==> src/rtl/bus_arbiter_8.sv <==
// rtl/bus_arbiter_8.sv - eight-way round-robin bus arbiter with turnaround and hold limit
//
// Ports:
//   clk          system clock, all state changes on the rising edge
//   rst          synchronous active-low reset
//   req[7:0]     level request per requester, bit i = requester i
//   grant[7:0]   one-hot grant decoded from the registered owner index, zero when no owner
//   grant_idx    index of the current or last owner
//   grant_valid  high while grant is non-zero
//   preempt      high during the dead cycle that follows a hold-limit release
//
// Parameter:
//   MAX_HOLD     consecutive grant cycles allowed while others wait (0..255, 0 disables)

module bus_arbiter_8 #(
   parameter int unsigned MAX_HOLD = 16
) (
   input  logic       clk,
   input  logic       rst,
   input  logic [7:0] req,
   output logic [7:0] grant,
   output logic [2:0] grant_idx,
   output logic       grant_valid,
   output logic       preempt
);

   typedef enum logic [1:0] {
      IDLE  = 2'd0,
      GRANT = 2'd1,
      TURN  = 2'd2
   } state_t;

   localparam bit             HOLD_EN   = (MAX_HOLD != 0);
   localparam logic [7:0]     HOLD_LAST = (MAX_HOLD == 0) ? 8'd0 : 8'(MAX_HOLD - 1);

   state_t     state;
   state_t     state_n;
   logic [2:0] idx_n;
   logic [7:0] hold_cnt;
   logic [7:0] hold_n;
   logic       preempt_n;
   logic [2:0] winner;
   logic [7:0] owner_dec;
   logic       others_req;

   // Same equations as the 3-to-8 demux: one bit per owner index.
   assign owner_dec  = 8'b0000_0001 << grant_idx;
   assign others_req = |(req & ~owner_dec);

   // Round-robin search: scan idx+8 down to idx+1 so the nearest set bit
   // after the current owner is the last one assigned. The owner itself
   // (offset 8) therefore only wins when nobody else is asking.
   always_comb begin
      winner = grant_idx;
      for (int k = 8; k >= 1; k--) begin
         if (req[grant_idx + 3'(k)]) begin
            winner = grant_idx + 3'(k);
         end
      end
   end

   // State register
   always_ff @(posedge clk) begin
      if (!rst) begin
         state     <= IDLE;
         grant_idx <= 3'd7;
         hold_cnt  <= 8'd0;
         preempt   <= 1'b0;
      end else begin
         state     <= state_n;
         grant_idx <= idx_n;
         hold_cnt  <= hold_n;
         preempt   <= preempt_n;
      end
   end

   // Next-state logic
   always_comb begin
      state_n   = state;
      idx_n     = grant_idx;
      hold_n    = hold_cnt;
      preempt_n = 1'b0;
      case (state)
         IDLE: begin
            if (|req) begin
               state_n = GRANT;
               idx_n   = winner;
               hold_n  = 8'd0;
            end
         end
         GRANT: begin
            hold_n = (hold_cnt == 8'hFF) ? hold_cnt : hold_cnt + 8'd1;
            if (!req[grant_idx]) begin
               // Voluntary release wins over a coincident timeout.
               state_n = TURN;
            end else if (HOLD_EN && (hold_cnt >= HOLD_LAST) && others_req) begin
               // >= rather than == so an owner that ran uncontended past the
               // limit is released at the first cycle someone else asks.
               state_n   = TURN;
               preempt_n = 1'b1;
            end
         end
         TURN: begin
            if (|req) begin
               state_n = GRANT;
               idx_n   = winner;
               hold_n  = 8'd0;
            end else begin
               state_n = IDLE;
            end
         end
         default: begin
            state_n = IDLE;
         end
      endcase
   end

   // Output decode
   always_comb begin
      grant       = 8'h00;
      grant_valid = 1'b0;
      if (state == GRANT) begin
         grant       = owner_dec;
         grant_valid = 1'b1;
      end
   end

endmodule

==> config.mk <==
export PLATFORM = sky130hd
export DESIGN_NAME = bus_arbiter_8
export DESIGN_NICKNAME = d
export VERILOG_FILES = /design/src/rtl/bus_arbiter_8.sv
export SDC_FILE = /design/constraint.sdc
export NUM_CORES = 1
export LEC_CHECK = 0
export BUFFER_PORTS_ARGS = -buffer_cell sky130_fd_sc_hd__clkbuf_2
export CORE_MARGIN = 2
export CORE_UTILIZATION = 50
export CTS_CLUSTER_DIAMETER = 30
export CTS_CLUSTER_SIZE = 28
export DETAILED_ROUTE_END_ITERATION = 7
export PLACE_DENSITY = 0.73
export SLEW_MARGIN = 30
export SYNTH_ARGS = -nofsm -noshare
export SYNTH_HDL_FRONTEND = slang
export SYNTH_SLANG_ARGS = --single-unit
==> constraint.sdc <==
create_clock -name clk -period 4.4 [get_ports clk]
set_input_delay 0 -clock clk [delete_from_list [all_inputs] [get_ports clk]]
set_output_delay 0 -clock clk [all_outputs]
set_load 0.05 [all_outputs]
# ---- Yosys cells after proc, flatten, opt, wreduce, memory -nomap -nowiden
# Index checks and enable logic that the tools add are counted.
dict set report op_classes {
  add_sub_neg 8
  magnitude_cmp 9
  eq_ne 7
  n_shift 1
  muxes 34
  bitwise 2
  n_reduce_logical 11
}
# op count
set op_table {}
lappend op_table {{$lt A3 B4 Y1 const B} 8}
lappend op_table {{$bmux W1 S3} 8}
lappend op_table {{$mux W8} 3}
lappend op_table {{$mux W3} 7}
lappend op_table {{$pmux W8 S2} 1}
lappend op_table {{$reduce_or A8 Y1} 2}
lappend op_table {{$add A3 B3 Y3 const B} 4}
lappend op_table {{$mux W1} 11}
lappend op_table {{$reduce_and A3 Y1} 3}
lappend op_table {{$add A8 B1 Y8 const B} 1}
lappend op_table {{$and A8 B8 Y8} 1}
lappend op_table {{$eq A8 B8 Y1 const B} 1}
lappend op_table {{$ge A8 B4 Y1 const B} 1}
lappend op_table {{$not A8 Y8} 1}
lappend op_table {{$shl A1 B3 Y8 const A} 1}
lappend op_table {{$reduce_bool A7 Y1} 1}
lappend op_table {{$add A3 B2 Y3 const B} 2}
lappend op_table {{$mux W2} 3}
lappend op_table {{$pmux W2 S3} 1}
lappend op_table {{$ne A2 B2 Y1 const B} 2}
lappend op_table {{$add A3 B1 Y3 const B} 1}
lappend op_table {{$ne A3 B3 Y1 const B} 1}
lappend op_table {{$eq A2 B1 Y1 const B} 1}
lappend op_table {{$eq A2 B2 Y1 const B} 1}
lappend op_table {{6 further kinds} 6}
dict set report totals {
  ff_bits 14
  output_inout_bits 13
  word_cells 76
}

# ---- Longest topological paths before layout
# Gate-level depths: netlist (run 1).
dict set report logic_depth {
  ltp_word 10
  mapped_depth 14
  ltp_nobuf 9
}

# ---- Worst setup path after synthesis (run 1)
# No wires, ideal clock.
dict set report synth_timing {
  path_kind {register -> register}
  startpoint {reg grant_idx[0]}
  endpoint {reg grant_idx[0]}
  arrival_time_ns 3.246
  required_time_ns 4.279
  slack_ns 1.033
  stages_incl_launch_ff 15
  synth_period_minus_slack_ns 3.367
  cell_sequence {dfxtp_1 -> buf_6 -> buf_12 -> clkbuf_1 -> inv_1 -> ha_1 -> buf_6 -> buf_6 -> mux2i_1 -> mux2i_1 -> o221ai_1 -> nand4_2 -> o21ai_2 -> a31oi_2 -> mux2_4}
}
dict set report synth_via {
  elab_chain_len 9
  word_cells_on_any_way 30
  cone_classes {add/sub: 7; mux: 21; reduce/logical: 2}
}
# item line
set synth_rtl {}
lappend synth_rtl {{from (decl)} 22} ;# output logic [2:0] grant_idx,
lappend synth_rtl {{from (signal assigned)} 71} ;# grant_idx <= idx_n;
lappend synth_rtl {{$add A3 B3 Y3} {56, 57}}
lappend synth_rtl {{$bmux W1 S3} 56} ;# if (req[grant_idx + 3'(k)]) begin
lappend synth_rtl {{$mux W1 (not written as such)} 56}
lappend synth_rtl {{$mux W3 (6 in a row)} 56}
# Several ways; a longest one is shown, not always the timed one. The select of a mux whose other input is x is not followed.
# A chain may end at the register's enable or synchronous reset.

# ---- Worst setup path in the final report (run 1)
dict set report layout_timing {
  startpoint {reg grant_idx[1]}
  endpoint {reg grant_idx[0]}
}
dict set report layout_via {
  elab_chain_len 9
  word_cells_on_any_way 29
  cone_classes {add/sub: 7; mux: 20; reduce/logical: 2}
}
# item line
set layout_rtl {}
lappend layout_rtl {{$add A3 B3 Y3} 56}
lappend layout_rtl {{$bmux W1 S3} 56}
lappend layout_rtl {{$mux W1 (not written as such)} 56}
lappend layout_rtl {{$mux W3 (6 in a row)} 56}
# Several ways; a longest one is shown, not always the timed one. The select of a mux whose other input is x is not followed.

==> impl_results.md, run 1 <==
- Detail-routed net length per standard cell: 14.86 um
- Number of instances in the synthesized netlist: 199
- Area fraction of the dominant cell type after synthesis: 16.65%
- Fmax: around 330 MHz
- Area grow syn2layout: 7.732%
- Main flop type after synthesis: dfxtp_1
- Count of inserted antenna diode cells: 0
- Sequential element share of the synthesized area: 16.65%
- Total negative slack: 0 ps
- Critical path cell sequence: inv_2 -> ha_1 -> mux2i_1 -> mux2i_1 -> o221ai_2 -> nand3_1 -> o21ai_2 -> a31oi_2 -> mux2_4
- Hold/Removal Path Class: in2reg
- Largest stage delay, worst path: slightly above 700 ps
- Part of the power in registers: 14.6%
- ANT nets after route: 0
- Number of cells upsized or downsized after cts: 0
- Initial drt markers: 199
- Maximum buffer depth of the clock tree: 2
- Power per cell area: 649.9 nW/um^2
- Die Area: between 3000 and 4000 sq um
- Smallest setup slack after layout: 1390 ps
- Gate family responsible for the most delay along the worst path: multiplexers
- Maximum number of pins on one net before global-route repair: 29
- Switching part of the total: 52.72%
- RD Place Congestion: 0.8702
- Critical path class: reg2reg
- Fill cell count: 311
- Worst setup SP type: flip-flop
- Core region area: 3284 sq um
- Most used standard cell by instance count after synthesis: mux2i_1
- Cell area after synthesis: 1683 sq um
- Cell taking the most area after synthesis: dfxtp_1
- Total routing resource utilization after global routing: approximately 22%
- Number of clock sinks: 14
- Count of buffers from port buffering: 22
- Synthesized net count: ~220
- Post-synth EDFFs: 0
- Tightest Pin Transition: 724.2 ps
- CP Capture Type: flip-flop
- TritonCTS clock tree: built
- Deepest level of the CTS H-tree: 1
- Yosys warnings: 0
- Power spent charging and discharging nets: 0.6212 mW
- RSZ-0062 raised after global routing: no
- Ranking of synthesized cells by area: dfxtp_1 17%, mux2i_1 12%, ha_1 5.2%
- Average cell area after synthesis: 8.457 sq um
- Commonest cells in the synthesized netlist: 20 x mux2i_1, 18 x nand2_1, 14 x dfxtp_1, 14 x nor2_1
- Start point of the critical path: grant_idx[1]
- Slew Viols, Final: 0
- Synth cell types: 51
- Max-Slew Margin vs Limit: 51.49%
- Worst slack after detailed placement: 1411 ps
- WP buf/inv: 1
- Reg-to-reg startpoint: grant_idx[1]
- Starting utilization of the core area: 51.24%
- Static Leakage: 0.7789 nW
- Internal power contribution: roughly 0.56 mW
- Share of the clock period used by the worst path after layout: 68.40%
- Number of iterations in the first detailed-routing pass: 5
- Clock network latency to the later pin of the worst-skew pair: 280 ps
- Vias: between 1500 and 2000
- Final min period: 3010 ps
- Antenna violations before repair: 0
- Required @ worst endpoint: ~4600 ps
- Clock-pin slew on the worst setup and hold paths: approximately 80 ps
- Die Y: 62.02 um
- Hold violation count in the final report: 0
- Asr flop ratio synth: 0%
- Number of cell rows: 21
- Final setup violation count: 0
- Register bit count reported by yosys: 14
- Master of the slowest instance on the critical path: ha_1
- Most frequent CP cell: mux2i_1
- Data arrival time at the worst-slack endpoint: 3190 ps
- Wire length reported by the detailed router: 3909 um
- First-pass GRT wire length: 6582 um
- Global route total overflow: 0
- Post-CTS setup buffers: 0
- HP Start: rst
- Mean number of vias per cell: 6.008
- Status: complete, no violations
- Vias in the first global route: 1408
- Count of boundary I/O pins: 23
- Clock share of power: under 10%
- Register-to-register setup slack: approximately 1400 ps
- Post-detailed-placement half-perimeter wirelength: 2960 um
- Max-capacitance violation count: 0
- Post-detailed-route DRC marker count: 0
- Die Wd: 62.02 um
- Portion of total power attributed to combinational logic: between 70% and 80%
- Layout net count: between 200 and 250
- Quantity of hold-fixing buffers added after cts: 0
- Fraction of layout cells with a size suffix above 1: 23.50%
- Top fanout value on the critical path: 14
- IR Drop Worst-Case VDD: 0.2500 mV
- CTS root buf: clkbuf_4
- Number of buffers created by CTS: 3
- Largest clock skew in the final design: approximately 2.5 ps
-- power by group through the flow --
stage                     logic (mW)  registers, mW  clock network [mW]
after global routing           0.997          0.177               0.104
after detailed placement       0.908          0.176                   0
final                          0.914          0.172              0.0926
after CTS                      0.913          0.173              0.0962
after floorplan                0.786          0.199                   0
after global placement         0.909          0.175                   0
-- per-stage QoR --
step                      util, %  power (mW)  std cells  hold WS [ps]  instance area (sq um)
after floorplan                 -      0.9840        199         196.3                   1683
after global placement      54.10       1.084        259         373.7                   1777
after detailed placement    54.10       1.084        259         363.3                   1777
after CTS                   55.20       1.182        263         58.52                   1813
after global routing        55.20       1.277        263         95.74                   1813
final                       55.20       1.178        263         64.66                   1813
-- logic make-up after synthesis --
family          share of synthesized area, %
xor+xnor                               6.618
mux                                    22.30
simple gates                           21.04
fa+ha+maj                              5.204
buf+inv                                7.286
compound gates                         20.89
flops                                  16.65
-- layout make-up --
type | count | area [sq um] | area share (%)
inverter | 9 | 33.78 | 1.863
tap | 46 | 57.56 | 3.175
sequential | 14 | 280.3 | 15.46
clock buffer | 4 | 36.28 | 2.001
timing repair buffer | 24 | 125.1 | 6.901
multi-input combinational | 166 | 1280 | 70.60
-- registers in the layout, summed over array words and instances, names as in the netlist --
register   count
state          2
grant_idx      3
preempt        1
hold_cnt       8
-- worst paths after layout --
| check | end | depth (start not counted) |
|---|---|---|
| max | grant_idx[0] | 9 |
| min | grant_idx[2] | 2 |
| max reg2reg | grant_idx[0] | 9 |
| min reg2reg | hold_cnt[1] | 2 |
-- worst register-to-register path, stage by stage (launching register included) --
cell      delay, ps
dfxtp_1         530
inv_2           190
ha_1            720
mux2i_1         300
mux2i_1         120
o221ai_2        310
nand3_1         170
o21ai_2         200
a31oi_2          60
mux2_4          310
-- cells in the final DEF, fill, tap and decap left out, types with 2 or more instances in the layout --
| cell type | n |
|---|---|
| xor2_1 | 2 |
| and2_1 | 2 |
| and3_1 | 5 |
| buf_4 | 2 |
| nand4_1 | 2 |
| clkbuf_4 | 3 |
| mux2i_1 | 20 |
| o22ai_1 | 2 |
| nor2b_1 | 3 |
| dfxtp_1 | 14 |
| nand2b_1 | 3 |
| nor3_1 | 6 |
| nor2_1 | 14 |
| nand2_1 | 18 |
| o211ai_1 | 2 |
| inv_2 | 2 |
| or3_1 | 2 |
| nand3_1 | 11 |
| xnor2_1 | 2 |
| inv_1 | 7 |
| clkbuf_2 | 22 |
| ha_1 | 7 |
| o2111ai_1 | 4 |
| mux4_2 | 3 |
| o221ai_1 | 2 |
| mux2_4 | 4 |
| xnor2_2 | 2 |
| a221oi_1 | 2 |
| a21oi_1 | 10 |
| a31oi_1 | 6 |
| o21ai_0 | 11 |
| mux2_2 | 3 |
| o221ai_2 | 2 |
-- layer usage --
metal  share of wire [%]  up-vias  GRT usage [%]
met2                  45       48          36.31
met4                0.79        0          5.471
met1                  48      743          31.86
li1                    -      785              -
met5                   0        -              0
met3                 5.4        4          2.692
Note: power is estimated with default switching activity, not from simulation.
==> run 2, diff against run 1 <==
--- a/config.mk
+++ b/config.mk
@@ -5,13 +5,14 @@
 export SDC_FILE = /design/constraint.sdc
 export NUM_CORES = 1
 export LEC_CHECK = 0
+export ABC_AREA = 1
 export BUFFER_PORTS_ARGS = -buffer_cell sky130_fd_sc_hd__clkbuf_2
 export CORE_MARGIN = 2
 export CORE_UTILIZATION = 50
 export CTS_CLUSTER_DIAMETER = 30
 export CTS_CLUSTER_SIZE = 28
 export DETAILED_ROUTE_END_ITERATION = 7
-export PLACE_DENSITY = 0.73
+export PLACE_DENSITY = 0.74
 export SLEW_MARGIN = 30
 export SYNTH_ARGS = -nofsm -noshare
 export SYNTH_HDL_FRONTEND = slang
==> constraint.sdc (replaced) <==
create_clock -name clk -period 2.88 [get_ports clk]
set_input_delay 0 -clock clk [delete_from_list [all_inputs] [get_ports clk]]
set_output_delay 0 -clock clk [all_outputs]
set_load 0.05 [all_outputs]
==> run 2 against run 1 <==
  * Hold slack improved by 150 ps
  * Wire length fell by 7.2%
  * Power is 76% higher
==> impl_results.md, run 2 <==
- Status: complete, no violations
- Power per cell area: 1239 nW/um^2
- Max-capacitance violation count: 0
- Compound-cell area share of the yosys netlist: under 10%
- Required @ worst endpoint: roughly 3100 ps
- Deepest level of the CTS H-tree: 1
- RSZ-0062 raised after global routing: no
- Count of buffers from port buffering: 22
- Die Wd: 58.64 um
- Cell area after synthesis: 1493 sq um
- Core region area: 2805 sq um
- Die Area: 3439 sq um
- Register bit count reported by yosys: 14
- Final setup violation count: 0
- Commonest cells in the synthesized netlist: 62 x nand2_1, 34 x nand3_1, 29 x inv_1
- Static Leakage: around 0.86 nW
- TritonCTS clock tree: built
- Yosys warnings: 0
- Antenna violations before repair: 0
- Commonest non-fill, non-tap cells in the layout: 62 x nand2_1, 34 x nand3_1, 29 x inv_1, 22 x clkbuf_2, 20 x nor2_1
- Number of flip-flops under the largest register name: 8
- M1 GR Usage: 35.49%
- Die Y: 58.64 um
- Number of clock sinks: 14
- Share of the clock period used by the worst path after layout: 71.23%
- Wire length reported by the detailed router: 3626 um
- Layout net count: 292
- Maximum buffer depth of the clock tree: 2
- Synth cell types: 27
- Part of the power in registers: 13.3%
- Top fanout value on the critical path: 12
- Cell taking the most area after synthesis: dfxtp_1
- Most common cell after layout, fill and taps aside: nand2_1
- Total routing resource utilization after global routing: between 20% and 30%
- Post-synthesis xor/xnor area fraction: 3.437%
- Number of cells upsized or downsized after cts: 0
- Critical path class: reg2reg
- Count of boundary I/O pins: 23
- Post-CTS setup buffers: 0
- Number of buffers created by CTS: 3
- Asr flop ratio synth: 0%
- Power spent charging and discharging nets: ~1.2 mW
- Clock share of power: 6.9%
- Number of instances in the synthesized netlist: approximately 250
- First-pass GRT wire length: 6499 um
- Switching part of the total: 60.11%
- Area fraction of the dominant cell type after synthesis: 18.78%
- Average cell area after synthesis: 6.019 sq um
- Tightest Pin Transition: 356.5 ps
- Met3 Use GR: 2.637%
- Main flop type after synthesis: dfxtp_1
- Slew Viols, Final: 0
- ANT nets after route: 0
- Post-synth EDFFs: 0
- Most used standard cell by instance count after synthesis: nand2_1
- Internal power contribution: about 0.83 mW
- Biggest regs: hold_cnt: 8 flops, grant_idx: 3 flops, state: 2 flops
- Vias: between 1500 and 2000
- Number of iterations in the first detailed-routing pass: 4
- Vias in the first global route: 1446
- Routing layer with the top usage in global route: met2
- Post-detailed-route DRC marker count: 0
- Multiplexer share of the synthesized area: 0%
- Sequential element share of the synthesized area: 18.78%
- Mean number of vias per cell: 5.472
- Starting utilization of the core area: a little over half
- Largest clock skew in the final design: around 3.7 ps
- Global Route met2 Usage: between 30% and 40%
- Synth Area in Adders: 5.868%
- Count of inserted antenna diode cells: 0
- Count of non-filler cells in the finished layout: 305
- Max-Slew Margin vs Limit: 76.03%
- Synth Area in Simple Gates: ~50%
- Initial drt markers: 62
- Number of cell rows: 19
- Post-detailed-placement half-perimeter wirelength: between 2000 and 3000 um
- Cell Count Post-Placement: 300
- Fmax: 487.5 MHz
- CTS root buf: clkbuf_4
- Fin util: 59.63%
- Clock-pin slew on the worst setup and hold paths: 90 ps
- Hold violation count in the final report: 0
- CP Capture Type: flip-flop
- IR Drop Worst-Case VDD: 0.5627 mV
- Worst setup SP type: flip-flop
- RD Place Congestion: 0.8743
- Clock network latency to the later pin of the worst-skew pair: 280 ps
- Hold/Removal Path Class: in2reg
- Total negative slack: 0 ps
- Register bank with the most flops: hold_cnt
- Area grow syn2layout: 12.07%
- Global route total overflow: 0
- Ranking of synthesized cells by area: dfxtp_1 19%, nand2_1 16%, nand3_1 11%
- Maximum number of pins on one net before global-route repair: 16
- Synthesized net count: about 270
- Final min period: 2051 ps
- Portion of total power attributed to combinational logic: between 70% and 80%
- Fraction of layout cells with a size suffix above 1: 22.26%
- Main combinational cell family by area after synthesis: simple AND/OR/NAND/NOR gates
- Data arrival time at the worst-slack endpoint: 2240 ps
- Detail-routed net length per standard cell: ~12 um
==> run 2: cell count changes after synthesis, moves of 5 or more <==
| cell | change |
|---|---|
| mux2i_1 | -20 |
| nor2_1 | +6 |
| a21oi_1 | +5 |
| and3_1 | -5 |
| inv_1 | +22 |
| nand3_1 | +23 |
| nand3_2 | +10 |
| o21ai_0 | -5 |
| nand2_1 | +44 |
| nor3_1 | +5 |
| nand2_2 | +12 |
==> run 2: metal layers <==
metal,share of wire (%),up-vias
met3,5.4,7
met5,0,-
met2,43,54
met4,1.4,0
met1,50,745
li1,-,863
==> run 2: area by class of cell <==
| class | instances | area, sq um |
|---|---|---|
| tap | 31 | 38.79 |
| multi-input combinational | 194 | 1032 |
| inverter | 36 | 142.6 |
| fill | 289 | 1132 |
| clock buffer | 4 | 36.28 |
| sequential | 14 | 280.3 |
| timing repair buffer | 26 | 142.6 |
==> run 2: cells by family (layout without fill, tap and decap cells) <==
group | after synthesis | count (layout)
xor gates and xnor gates | 5 | 5
AOI/OAI and AO/OA | 27 | 27
and+or+nand+nor | 155 | 155
DFF | 14 | 14
adders and majority gates | 7 | 7
buffers and inverters | 40 | 66
==> run 2: worst max-delay path, stage by stage (launching register included) <==
cell and delay [ps]:
dfxtp_1 440, inv_8 70, ha_1 400, inv_2 140, nand3_1 130, nand3_1 150
nand2_1 80, inv_1 100, nand3_1 100, nand2_1 70, nand2_1 50, nand2_1 60
nand2_1 50, nand2_1 50, nand2_1 40
==> run 2: worst paths after layout <==
check                      end         start  slack, ps  cells after the start
setup reg to reg  grant_idx[1]  grant_idx[0]        830                     14
hold reg to reg    hold_cnt[4]   hold_cnt[4]        500                      2
hold / removal         preempt        req[2]        210                      5
setup / recovery  grant_idx[1]  grant_idx[0]        830                     14
==> run 2: what timing repair did <==
action / CTS / global route
hold endpoints to repair: 2 / 0
hold buffers: 1 / 0
endpoints found under the setup margin: 0 / 0
==> run 2: power groups by stage <==
stage	Sequential, mW	Clock [mW]	Combinational, mW
2_1_floorplan	0.331	0	1.30
3_3_place_gp	0.277	0	1.63
3_5_place_dp	0.280	0	1.64
4_1_cts	0.275	0.148	1.65
5_1_grt	0.280	0.159	1.87
6_report	0.276	0.144	1.65
==> run 2: per-stage QoR <==
step           hold slack, ps  area (sq um)  power, mW  worst slack, ps
2_1_floorplan           84.61          1493      1.629            531.0
3_3_place_gp            224.5          1627      1.904            873.6
3_5_place_dp            225.1          1627      1.918            848.9
4_1_cts                 215.3          1673      2.068            819.1
5_1_grt                 264.6          1673      2.310            603.1
6_report                210.3          1673      2.073            828.6
